$ cat src/rtl/uart_tx_arbiter.sv
// Arbitrates NUM_SRC byte producers onto the single UART TX FIFO write port,
// one registered write strobe per grant followed by a settle cycle and optional gap.
//
// state  | meaning
// IDLE   | waiting for a valid source while the FIFO is not full
// WRITE  | strobe and ack visible for exactly one cycle
// SETTLE | one dead cycle so the acked source can drop or refresh valid
// GAP    | WRITE_GAP extra idle cycles, counted down to zero
module uart_tx_arbiter #(
    parameter int NUM_SRC       = 3,
    parameter int WRITE_GAP     = 0,
    parameter int PRIORITY_MODE = 0
) (
    input  logic                   clk,
    input  logic                   reset,
    input  logic [NUM_SRC-1:0]     src_valid,
    input  logic [8*NUM_SRC-1:0]   src_data,
    output logic [NUM_SRC-1:0]     src_ack,
    input  logic                   tx_fifo_full,
    output logic                   tx_fifo_write_en,
    output logic [7:0]             tx_fifo_data_in,
    output logic [2:0]             grant_id,
    output logic                   busy
);

    localparam int         IW       = (NUM_SRC > 1) ? $clog2(NUM_SRC) : 1;
    localparam logic [3:0] NSRC4    = 4'(NUM_SRC);
    localparam logic [7:0] GAP_LOAD = 8'((WRITE_GAP > 0) ? WRITE_GAP - 1 : 0);

    typedef enum logic [1:0] {IDLE, WRITE, SETTLE, GAP} state_t;

    state_t               state, state_nx;
    logic [2:0]           last, last_nx;
    logic [7:0]           gap_cnt, gap_nx;
    logic [NUM_SRC-1:0]   ack_nx;
    logic                 we_nx;
    logic [7:0]           data_nx;
    logic [2:0]           gid_nx;

    logic                 found;
    logic [2:0]           win;
    logic [7:0]           win_lane;
    logic [3:0]           rr_sum;
    logic [IW-1:0]        rr_idx;

    // Searches descend so the highest-priority candidate is the last one written.
    always_comb begin
        found    = 1'b0;
        win      = '0;
        win_lane = '0;
        rr_sum   = '0;
        rr_idx   = '0;
        if (PRIORITY_MODE != 0) begin
            for (int i = NUM_SRC - 1; i >= 0; i--) begin
                if (src_valid[IW'(i)]) begin
                    found = 1'b1;
                    win   = 3'(i);
                end
            end
        end else begin
            for (int k = NUM_SRC; k >= 1; k--) begin
                rr_sum = {1'b0, last} + 4'(k);
                rr_idx = IW'((rr_sum >= NSRC4) ? rr_sum - NSRC4 : rr_sum);
                if (src_valid[rr_idx]) begin
                    found = 1'b1;
                    win   = 3'(rr_idx);
                end
            end
        end
        for (int i = 0; i < NUM_SRC; i++) begin
            if (win == 3'(i)) begin
                win_lane = src_data[8*i +: 8];
            end
        end
    end

    always_comb begin
        state_nx = state;
        gap_nx   = gap_cnt;
        last_nx  = last;
        ack_nx   = '0;
        we_nx    = 1'b0;
        data_nx  = tx_fifo_data_in;
        gid_nx   = grant_id;
        case (state)
            IDLE: begin
                if (found && !tx_fifo_full) begin
                    ack_nx   = NUM_SRC'(1) << win;
                    we_nx    = 1'b1;
                    data_nx  = win_lane;
                    gid_nx   = win;
                    last_nx  = win;
                    state_nx = WRITE;
                end
            end
            WRITE: state_nx = SETTLE;
            SETTLE: begin
                if (WRITE_GAP == 0) begin
                    state_nx = IDLE;
                end else begin
                    gap_nx   = GAP_LOAD;
                    state_nx = GAP;
                end
            end
            GAP: begin
                if (gap_cnt == 8'd0) state_nx = IDLE;
                else                 gap_nx   = gap_cnt - 8'd1;
            end
            default: state_nx = IDLE;
        endcase
    end

    always_ff @(posedge clk) begin
        if (reset) begin
            state            <= IDLE;
            gap_cnt          <= '0;
            last             <= 3'(NUM_SRC - 1);
            src_ack          <= '0;
            tx_fifo_write_en <= 1'b0;
            tx_fifo_data_in  <= '0;
            grant_id         <= '0;
        end else begin
            state            <= state_nx;
            gap_cnt          <= gap_nx;
            last             <= last_nx;
            src_ack          <= ack_nx;
            tx_fifo_write_en <= we_nx;
            tx_fifo_data_in  <= data_nx;
            grant_id         <= gid_nx;
        end
    end

    assign busy = (state != IDLE);

endmodule

$ cat config.mk
export PLATFORM = sky130hd
export DESIGN_NAME = uart_tx_arbiter
export DESIGN_NICKNAME = d
export VERILOG_FILES = /design/src/rtl/uart_tx_arbiter.sv
export SDC_FILE = /design/constraint.sdc
export NUM_CORES = 1
export LEC_CHECK = 0
export CORE_MARGIN = 2
export CORE_UTILIZATION = 38
export CTS_CLUSTER_DIAMETER = 120
export DETAILED_ROUTE_END_ITERATION = 16
export PLACE_DENSITY_LB_ADDON = 0.05
export SYNTH_ARGS = -nofsm -noshare
export SYNTH_HDL_FRONTEND = slang
export SYNTH_SLANG_ARGS = --single-unit
$ cat constraint.sdc
create_clock -name clk -period 2.5 [get_ports clk]
set_clock_uncertainty 0.05 [all_clocks]
set_input_delay 0.5 -clock clk [delete_from_list [all_inputs] [get_ports clk]]
set_output_delay 0.5 -clock clk [all_outputs]
set_load 0.05 [all_outputs]
==> flow_metrics.py <==
metrics = {
    "routing": {
        "antenna_left": 0,
        "drcViolationCount": 0,
        "routed_wl_mm": 3.343,
        "vias": 1261,
        "drtPass1Iterations": 4,
        "post_drt_wl_per_cell_um": 13.27,
        "viasPerCell": 5.004,
        "drt_iter0_markers": 51,
    },
    "grt": {
        "busiest_layer": "met2",
        "grt_pass1_wl_mm": 5.699,
        "antenna_found_initial": 0,
        "use_met1_pct": 20.13,
        "grt_max_degree": 18,
        "track_usage_pct": 17.24,
        "use_met3_pct": 3.299,
        "use_met2_pct": 31.51,
        "grt_overflow": 0,
        "grt_pass1_vias": 1269,
    },
    "floorplan": {
        "rows": 21,
        "io_pins": 46,
        "start_util_pct": 40.62,
        "die_h_um": 64.43,
        "die-area_mm2": 0.004151,
        "die_w_um": 64.43,
        "fp.coreArea_mm2": 0.003416,
    },
    "timing": {
        "clock.fmax_ghz": 0.4199,
        "grt_setup_unrepaired": "false",
        "setup_viol": 0,
        "min_period_ns": 2.382,
        "slew_headroom_pct": 56.02,
        "post-route-period-util_pct": 95.27,
        "finalHoldViolCount": 0,
        "slew_viol_final": 0,
        "worstMarginPinSlew_ns": 0.6537,
        "tns_ns": 0,
    },
    "cells_and_area": {
        "syn2layout_area_growth_pct": 41.48,
        "final_cell_area_mm2": 0.001963,
        "drive_above_1_share_pct": 14.08,
        "fin_nets": 242,
        "diodes": 0,
        "final_util_pct": 57.47,
    },
    "yosys": {
        "yosysWarningCount": 0,
        "synth_area_per_cell_um2": 8.952,
        "synthTopCellsByArea": "dfxtp_1 36%, mux2i_1 6.5%, nor2_1 6.0%, ha_1 4.5%, mux2_2 4.1%",
        "yosysTopAreaCell": "dfxtp_1",
        "synth_nets": 190,
        "synthDominantCellAreaShare_pct": 36.07,
        "synth_edf_count": 0,
        "synth_cell_types": 45,
        "ys_seq_area_share_pct": 36.07,
        "ys_ff_latch": 25,
        "synthArstFlopShare_pct": 0,
        "syn_inst": 155,
        "synth_area_mm2": 0.001388,
        "synth_flop_cell": "dfxtp_1",
    },
    "place": {
        "gp_congestion": 0.8451,
        "dp_hpwl_mm": 2.575,
        "io_buffers": 44,
        "placed_cell_area_mm2": 0.001922,
    },
    "clock_tree": {
        "hold_buffers": 0,
        "cts_tree": "done",
        "htreeDepth": 1,
        "clkLatencyLatePin_ns": 0.33,
        "numCtsBuffers": 3,
        "clockRootBuffer": "clkbuf_4",
        "clock_tree.buffer_depth": 2,
        "cts.sinks": 25,
        "clkTransAtPathRegs_ns": 0.15,
    },
    "flow_run": {
        "drv_cap": 0,
    },
    "run_status": {
        "status": "completed",
    },
    "critical_path": {
        "critPathMaxFanout": 9,
        "crit_top_cell": "mux2i_1",
        "max_stage_delay_ns": 0.42,
        "cp_data_required_time_ns": 2.68,
        "worstPathArrival_ns": 2.56,
        "startpoint_type": "flop",
        "critPathCaptureType": "flop",
        "crit_type": "reg2reg",
        "cp_cell_sequence": "inv_1 -> ha_2 -> mux2i_1 -> o2bb2ai_1 -> or2_0 -> a32oi_2 -> buf_12 -> mux2i_1 -> o22ai_1",
        "slowest_stage": "ha_2",
    },
    "worst_hold_path": {
        "min_path_type": "reg2reg",
    },
    "power": {
        "p_per_area_mw_per_mm2": 649.5,
        "peakVddDrop_mv": 0.2411,
        "power_leakage_nw": 0.7836,
    },
}
metrics by stage:
stage | hold WS [ns] | std cells | power, mW | worst slack (ns)
2_1_floorplan | 0.3971 | 155 | 0.8696 | 0.2470
4_1_cts | 0.4209 | 251 | 1.281 | 0.03158
6_report | 0.4181 | 252 | 1.275 | 0.1183
5_1_grt | 0.4577 | 252 | 1.348 | 0.004580
3_5_place_dp | 0.4010 | 247 | 1.079 | -0.07791
3_3_place_gp | 0.3880 | 247 | 1.069 | -0.02920
layout make-up:
type / instances / area [um^2]
clock inverters: 1 / 7.507
inverters: 11 / 41.29
well taps: 46 / 57.56
multi-input cells: 110 / 790.8
repair buffers: 56 / 543.0
flip-flops and latches: 25 / 500.5
clock buffers: 3 / 22.52
fillers: 310 / 1453
placed cells by master, fill, tap and decap left out, drive strengths merged, types with 2 or more instances in the layout:
cell type and n:
a2111oi 3, a21boi 3, a21oi 5, and2 3, and4b 2, buf 12
clkbuf 3, clkdlybuf4s50 44, dfxtp 25, ha 5, inv 11, mux2 5
mux2i 9, nand2 9, nand2b 4, nor2 23, nor2b 2, nor3 2
nor4 3, nor4b 2, o22ai 5, or2 3, or3 2, xnor2 4
xor2 3
routing by layer:
metal,wire [um],vias to the layer above
met4,30,0
met3,161,3
li1,-,631
met5,0,-
met1,1433,594
met2,1717,33
registers in the layout (all words and copies together) (netlist names):
| register | cells |
|---|---|
| grant_id | 2 |
| tx_fifo_data_in | 8 |
| state | 2 |
| tx_fifo_write_en | 1 |
| gap_cnt | 8 |
| last | 1 |
| src_ack | 3 |
synthesized netlist by cell type, types with 2 or more instances:
library cell	number
dfxtp_1	25
nor2_1	22
inv_1	11
mux2i_1	9
nand2_1	9
a21oi_1	5
ha_1	5
mux2_2	5
o22ai_1	5
nand2b_1	4
xnor2_1	4
a21boi_0	3
and2_1	3
nor4_1	3
xor2_1	3
a2111oi_0	2
and4b_1	2
buf_2	2
buf_4	2
buf_6	2
clkbuf_1	2
nor2b_1	2
nor3_1	2
or3_1	2
final timing paths:
path,from,end,slack [ns],cells past startpoint
worst max register to register,last[1]$_SDFFE_PP1P_,tx_fifo_data_in[7]$_SDFFE_PP0P_,0.12,9
worst min-delay path,tx_fifo_data_in[1]$_SDFFE_PP0P_,tx_fifo_data_in[1]$_SDFFE_PP0P_,0.42,2
worst min register to register,tx_fifo_data_in[1]$_SDFFE_PP0P_,tx_fifo_data_in[1]$_SDFFE_PP0P_,0.42,2
worst max-delay path,last[1]$_SDFFE_PP1P_,tx_fifo_data_in[7]$_SDFFE_PP0P_,0.12,9
where the power goes:
group / internal (mW) / leakage, nW / total [mW] / switching [mW]
clock: 0.0614 / 0.0139 / 0.194 / 0.132
sequential: 0.439 / 0.204 / 0.459 / 0.0197
combinational: 0.280 / 0.566 / 0.623 / 0.343
cell families (layout without fill, tap and decap cells):
kind of cell / Yosys count / in the layout / share of synthesized area, %
adder cells (fa/ha/maj): 5 / 5 / 4.509
buffers and inverters: 20 / 71 / 7.213
other: 1 / 1 / 0.2703
flip-flops: 25 / 25 / 36.07
AO/OA/AOI/OAI: 26 / 26 / 15.60
multiplexers: 14 / 14 / 10.55
AND/OR/NAND/NOR: 57 / 57 / 21.37
XOR/XNOR: 7 / 7 / 4.418
what timing repair did:
item,4_1_cts,5_1_grt
pin swaps,0,1
buffers inserted,0,1
gates resized for setup,1,2
setup endpoints to repair,1,10
critical path: cells and delay by family (launching register included):
kind,cells,cell delay [ns]
muxes,2,0.41
buffers and inverters,2,0.25
and+or+nand+nor,1,0.24
AOI/OAI and AO/OA,3,0.52
adders and majority gates,1,0.42
DFF,1,0.38
Note: power is estimated with default switching activity, not from simulation.
